<file path="src/rtl/tdc_pkg.sv">
// Shared types for the TDC coarse-path measurement sequencer.
// Latency: n/a (types and constants only).
// Backpressure: n/a.
package tdc_pkg;

    typedef enum logic [2:0] {
        IDLE   = 3'd0,
        QUIET  = 3'd1,
        ARMED  = 3'd2,
        COUNT  = 3'd3,
        RESULT = 3'd4
    } state_t;

    typedef logic [1:0] status_t;

    localparam status_t ST_OK      = 2'b00;
    localparam status_t ST_TIMEOUT = 2'b01;
    localparam status_t ST_SIMUL   = 2'b10;

endpackage

</file>
<file path="src/rtl/tdc_edge_detect.sv">
// Rising-edge detector for a clk-synchronous hit line.
// Latency: rise_o is combinational in the cycle the input first reads high.
// Backpressure: none; the level register updates every cycle.
module tdc_edge_detect (
    input  logic clk,
    input  logic reset,
    input  logic d_i,
    output logic rise_o
);

    logic d_q;

    // Previous-cycle level of the hit line.
    always_ff @(posedge clk) begin
        if (reset) begin
            d_q <= 1'b0;
        end else begin
            d_q <= d_i;
        end
    end

    assign rise_o = d_i & ~d_q;

endmodule

</file>
<file path="src/rtl/tdc_measure_ctrl.sv">
// TDC measurement sequencer: arm, edge-detect start/stop, coarse count, timeout, tagged result.
// Latency: result_valid rises the cycle after the stop edge (or the timeout cycle).
// Backpressure: result held stable in RESULT until result_ready; hits are ignored meanwhile.
// Optional: define TDC_SEQ_TAG_EN to add result_tag (8-bit shot counter, +1 per transfer).
module tdc_measure_ctrl
    import tdc_pkg::*;
#(
    parameter int CNT_W       = 16,
    parameter int FINE_W      = 8,
    parameter int TIMEOUT_CYC = 1000
) (
    input  logic              clk,
    input  logic              reset,
    input  logic              arm,
    input  logic              cont,
    input  logic              abort,
    input  logic              start,
    input  logic              stop,
    input  logic [FINE_W-1:0] fine_start,
    input  logic [FINE_W-1:0] fine_stop,
    output logic              busy,
    output logic              result_valid,
    input  logic              result_ready,
    output logic [CNT_W-1:0]  result_coarse,
    output logic [FINE_W-1:0] result_fine_start,
    output logic [FINE_W-1:0] result_fine_stop,
    output logic [1:0]        result_status
`ifdef TDC_SEQ_TAG_EN
    ,
    output logic [7:0]        result_tag
`endif
);

    localparam logic [CNT_W-1:0] TO_LAST = CNT_W'(TIMEOUT_CYC - 1);
    localparam logic [CNT_W-1:0] TO_VAL  = CNT_W'(TIMEOUT_CYC);

    logic start_e;
    logic stop_e;

    tdc_edge_detect u_start_edge (
        .clk    (clk),
        .reset  (reset),
        .d_i    (start),
        .rise_o (start_e)
    );

    tdc_edge_detect u_stop_edge (
        .clk    (clk),
        .reset  (reset),
        .d_i    (stop),
        .rise_o (stop_e)
    );

    state_t            state_q,  state_d;
    logic [CNT_W-1:0]  cnt_q,    cnt_d;
    logic [CNT_W-1:0]  coarse_q, coarse_d;
    logic [FINE_W-1:0] fs_q,     fs_d;
    logic [FINE_W-1:0] fp_q,     fp_d;
    status_t           status_q, status_d;
    logic              xfer;

    assign xfer = (state_q == RESULT) && result_ready;

    // State, counter and result registers.
    always_ff @(posedge clk) begin
        if (reset) begin
            state_q  <= IDLE;
            cnt_q    <= '0;
            coarse_q <= '0;
            fs_q     <= '0;
            fp_q     <= '0;
            status_q <= ST_OK;
        end else begin
            state_q  <= state_d;
            cnt_q    <= cnt_d;
            coarse_q <= coarse_d;
            fs_q     <= fs_d;
            fp_q     <= fp_d;
            status_q <= status_d;
        end
    end

    // Next-state and result capture; abort overrides every other transition.
    always_comb begin
        state_d  = state_q;
        cnt_d    = cnt_q;
        coarse_d = coarse_q;
        fs_d     = fs_q;
        fp_d     = fp_q;
        status_d = status_q;

        case (state_q)
            IDLE: begin
                if (arm) begin
                    state_d = QUIET;
                end
            end
            // Wait for both hit lines low so a stale high level is never taken as an edge.
            QUIET: begin
                if (!start && !stop) begin
                    state_d = ARMED;
                end
            end
            ARMED: begin
                if (start_e && stop_e) begin
                    state_d  = RESULT;
                    coarse_d = '0;
                    fs_d     = fine_start;
                    fp_d     = fine_stop;
                    status_d = ST_SIMUL;
                end else if (start_e) begin
                    state_d = COUNT;
                    cnt_d   = '0;
                    fs_d    = fine_start;
                end
            end
            // A stop edge on the timeout cycle still reports OK.
            COUNT: begin
                cnt_d = cnt_q + CNT_W'(1);
                if (stop_e) begin
                    state_d  = RESULT;
                    coarse_d = cnt_q + CNT_W'(1);
                    fp_d     = fine_stop;
                    status_d = ST_OK;
                end else if (cnt_q == TO_LAST) begin
                    state_d  = RESULT;
                    coarse_d = TO_VAL;
                    fp_d     = '0;
                    status_d = ST_TIMEOUT;
                end
            end
            RESULT: begin
                if (result_ready) begin
                    state_d = cont ? QUIET : IDLE;
                end
            end
            default: begin
                state_d = IDLE;
            end
        endcase

        if (abort && (state_q != IDLE)) begin
            state_d = IDLE;
        end
    end

    assign busy              = (state_q != IDLE);
    assign result_valid      = (state_q == RESULT);
    assign result_coarse     = coarse_q;
    assign result_fine_start = fs_q;
    assign result_fine_stop  = fp_q;
    assign result_status     = status_q;

`ifdef TDC_SEQ_TAG_EN
    logic [7:0] tag_q;

    // Shot counter: advances on every accepted result, including one accepted alongside abort.
    always_ff @(posedge clk) begin
        if (reset) begin
            tag_q <= 8'd0;
        end else if (xfer) begin
            tag_q <= tag_q + 8'd1;
        end
    end

    assign result_tag = tag_q;
`else
    logic unused_xfer;
    assign unused_xfer = xfer;
`endif

endmodule
</file>
<file path="config.mk">
export PLATFORM = sky130hd
export DESIGN_NAME = tdc_measure_ctrl
export DESIGN_NICKNAME = d
export VERILOG_FILES = /design/src/rtl/tdc_pkg.sv /design/src/rtl/tdc_edge_detect.sv /design/src/rtl/tdc_measure_ctrl.sv
export SDC_FILE = /design/constraint.sdc
export NUM_CORES = 1
export LEC_CHECK = 0
export CAP_MARGIN = 0
export CORE_MARGIN = 4
export CORE_UTILIZATION = 49
export CTS_CLUSTER_SIZE = 14
export DETAILED_ROUTE_END_ITERATION = 8
export HOLD_SLACK_MARGIN = 0.12
export PLACE_DENSITY = 0.88
export SYNTH_ARGS = -nofsm -noshare
export SYNTH_HDL_FRONTEND = slang
export SYNTH_SLANG_ARGS = --single-unit
</file>
<file path="constraint.sdc">
create_clock -name clk -period 2.5 [get_ports clk]
set_input_delay 0.5 -clock clk [delete_from_list [all_inputs] [get_ports clk]]
set_output_delay 0.5 -clock clk [all_outputs]
set_load 0.005 [all_outputs]
</file>
==> impl_metrics.toml <==
[final_layout]
final_cells = 397
area_delta_synth_final_pct = 30.3
final_cell_mix = "58 x clkdlybuf4s50_1, 55 x dfxtp_1, 40 x nor2_1"
n_antenna_cell = 0
seqCellArea_sq_um = 1100
final_nets = 354
mostFrequentLayoutCell = "clkdlybuf4s50_1"
num-fill-cells = 412
drive_gt1_share_pct = 9.39
multi_input_area_sq_um = 1250
stdcell_area_sq_um = 3220

[yosys]
yosysSeqAreaShare_pct = 44.5
synth_nets = 297
yosys.area_share.adder_pct = 0.506
syn_area_sq_um = 2470
synth.area.mux_share_pct = 3.24
syn_area_per_cell_sq_um = 9.09
yosysWarnings = 0
yosys.area_share.xor_xnor_pct = 4.96
synth_top_cell_by_area = "dfxtp_1"
ys.flop_type = "dfxtp_1"
synth_cells = 272
synthTopCellsByArea = "dfxtp_1 45%, nor2_1 6.1%, a22oi_1 3.9%"
synthSimpleGateAreaFrac_pct = 23.8
synth_edf_count = 0
ys_seq_elements = 55
synth_cell_types = 52
synth_compound_area_share_pct = 18.3
synthArstFlopShare_pct = 0
synth.top_cell.area_share_pct = 44.5
synth_top_family_by_area = "simple AND/OR/NAND/NOR gates"

[die]
io_pins = 60
row_count = 25
die_h_um = 79.0
dieArea_sq_um = 6250
coreArea_sq_um = 4820
die_x_um = 79.0
start_util_pct = 51.3

[place]
dp_cells = 389
dp_slack_ns = 0.172
routabilityCongestion = 0.848
dp_hpwl_um = 4190
dpl_cell_area_sq_um = 3100
io_buffer_count = 59

[power]
p_leak_nw = 1.12
peakVddDrop_v = 0.000379
power.density_nw_per_um2 = 610

[setup_path]
worstPathCellList = "or3_2, clkdlybuf4s50_1"
cp-end-kind = "output pin"
rrSetupSlack_ns = 0.43
path_buf_inv = 1
worstPathArrival_ns = 1.74
path_max_fanout = 15
crit_slowest_cell = "dfxtp_1"
critical_path_class = "reg -> out"
max_stage_delay_ns = 0.48
crit_family = "flip-flops"
cp.required_ns = 2.00
cp-start-kind = "flop"

[timing]
hold_violations = 0
period_minus_slack_ns = 2.24
final.setup.tns_ns = 0
fin_crit_sh_pct = 89.5
max_slew.worst_pin.slew_ns = 0.572
relSlewSlack_pct = 61.8
rsz0062_at_grt = "no"
drv_slew = 0
fmax_ghz = 0.447
clock_skew_ns = 0.00836
finalSetupViolCount = 0
finalWorstSetupSlack_ns = 0.263

[detailed_routing]
routed_wl_um = 5910
drt_pass1_iterations = 5
drtIter0Drc = 177
dr_total_vias = 2172
drtAntennaViolNets = 0
drcViolationCount = 0
wire_per_inst_um = 14.9
via_per_inst = 5.47

[clock_network]
cts.sinks = 55
path_clk_slew_ns = 0.10
cts_tree = "yes"
ctsResizeCount = 0
cts-htree-levels = 2
cts_root_buf = "clkbuf_8"
hold_buffers = 0
numCtsBuffers = 5
cts_setup_buffers = 0
cts_buffer_depth = 2
clock_latency_ns = 0.32

[flow_run]
maxCapViolCount = 0

[global_route]
antenna_found_initial = 0
grt_pass1_wl_um = 9900
grt.total_usage_pct = 19.9
grt_overflow = 0
grt_pass1_vias = 2183
grt_max_degree = 28

[worst_hold_path]
hold_class = "reg -> reg"

[outcome]
status = "completed"
-- flip-flops by register name, summed over array words and instances, names as in the netlist --
register / cells
u_start_edge.d_q: 1
result_status: 2
cnt_q: 16
state_q: 3
result_fine_start: 8
result_coarse: 16
u_stop_edge.d_q: 1
result_fine_stop: 8
-- routing by layer --
layer  vias up  track usage [%]  part of all wire (%)
met5         -                0                     0
met4         0             6.36                   1.4
met3        12             7.03                   8.0
met2        76             33.5                    46
met1      1008             23.6                    45
li1       1076                -                     -
-- final timing paths --
check,to,cells past startpoint,start
worst max-delay path,busy,2,state_q[0]
worst min-delay path,result_status[0],2,result_status[0]
worst max register to register,result_status[1],6,cnt_q[2]
worst min register to register,result_status[0],2,result_status[0]
-- worst reg2reg max path, stage by stage (launching register included) --
cell and delay [ns]:
dfxtp_1 0.45, or4b_4 0.51, nor4_4 0.36, o211ai_2 0.13, buf_4 0.23, a22oi_1 0.21
nor2_1 0.06
-- metrics by stage --
| step | utilization (%) | hold slack (ns) | power (mW) |
|---|---|---|---|
| floorplan | - | 0.450 | 1.22 |
| global placement | 64.4 | 0.447 | 1.36 |
| detailed placement | 64.4 | 0.463 | 1.37 |
| CTS | 66.9 | 0.488 | 1.98 |
| global route | 66.9 | 0.498 | 2.05 |
| finish | 66.9 | 0.481 | 1.97 |
-- cells by family after synthesis --
| kind of cell | count (synthesis) |
|---|---|
| DFF | 55 |
| adders and majority gates | 1 |
| xor gates and xnor gates | 14 |
| muxes | 8 |
| and+or+nand+nor | 110 |
| AOI/OAI and AO/OA | 62 |
| buffers and inverters | 22 |
-- Yosys cell counts (2+ instances only) --
cell       instances
dfxtp_1           55
nor2_1            40
nand2_1           16
a21oi_1           13
a22oi_1           13
nand3_1           10
clkbuf_1           9
mux2i_1            8
nor2b_1            8
xnor2_1            8
a31oi_1            6
o21ai_0            6
or3_1              6
xor2_1             6
a22o_1             5
inv_1              5
nor3_1             5
nand4_1            4
a221oi_2           3
a2bb2oi_1          3
buf_1              3
nand3b_1           3
o21a_1             3
a32oi_1            2
and3_1             2
buf_6              2
nor4_4             2
or3_2              2
-- final cells by class --
class                      count  area share, %
inverter                       5          0.583
sequential                    55           34.2
clock inverter                 3           1.48
multi-input combinational    195           39.0
clock buffer                   5           2.14
tap                           67           2.60
timing repair buffer          67           20.0
-- where the power goes --
part | switching (mW) | leakage, nW | internal, mW
clock | 0.308 | 0.0587 | 0.304
sequential | 0.0605 | 0.444 | 0.918
combinational | 0.173 | 0.617 | 0.202
(Power assumes the default switching activity.)
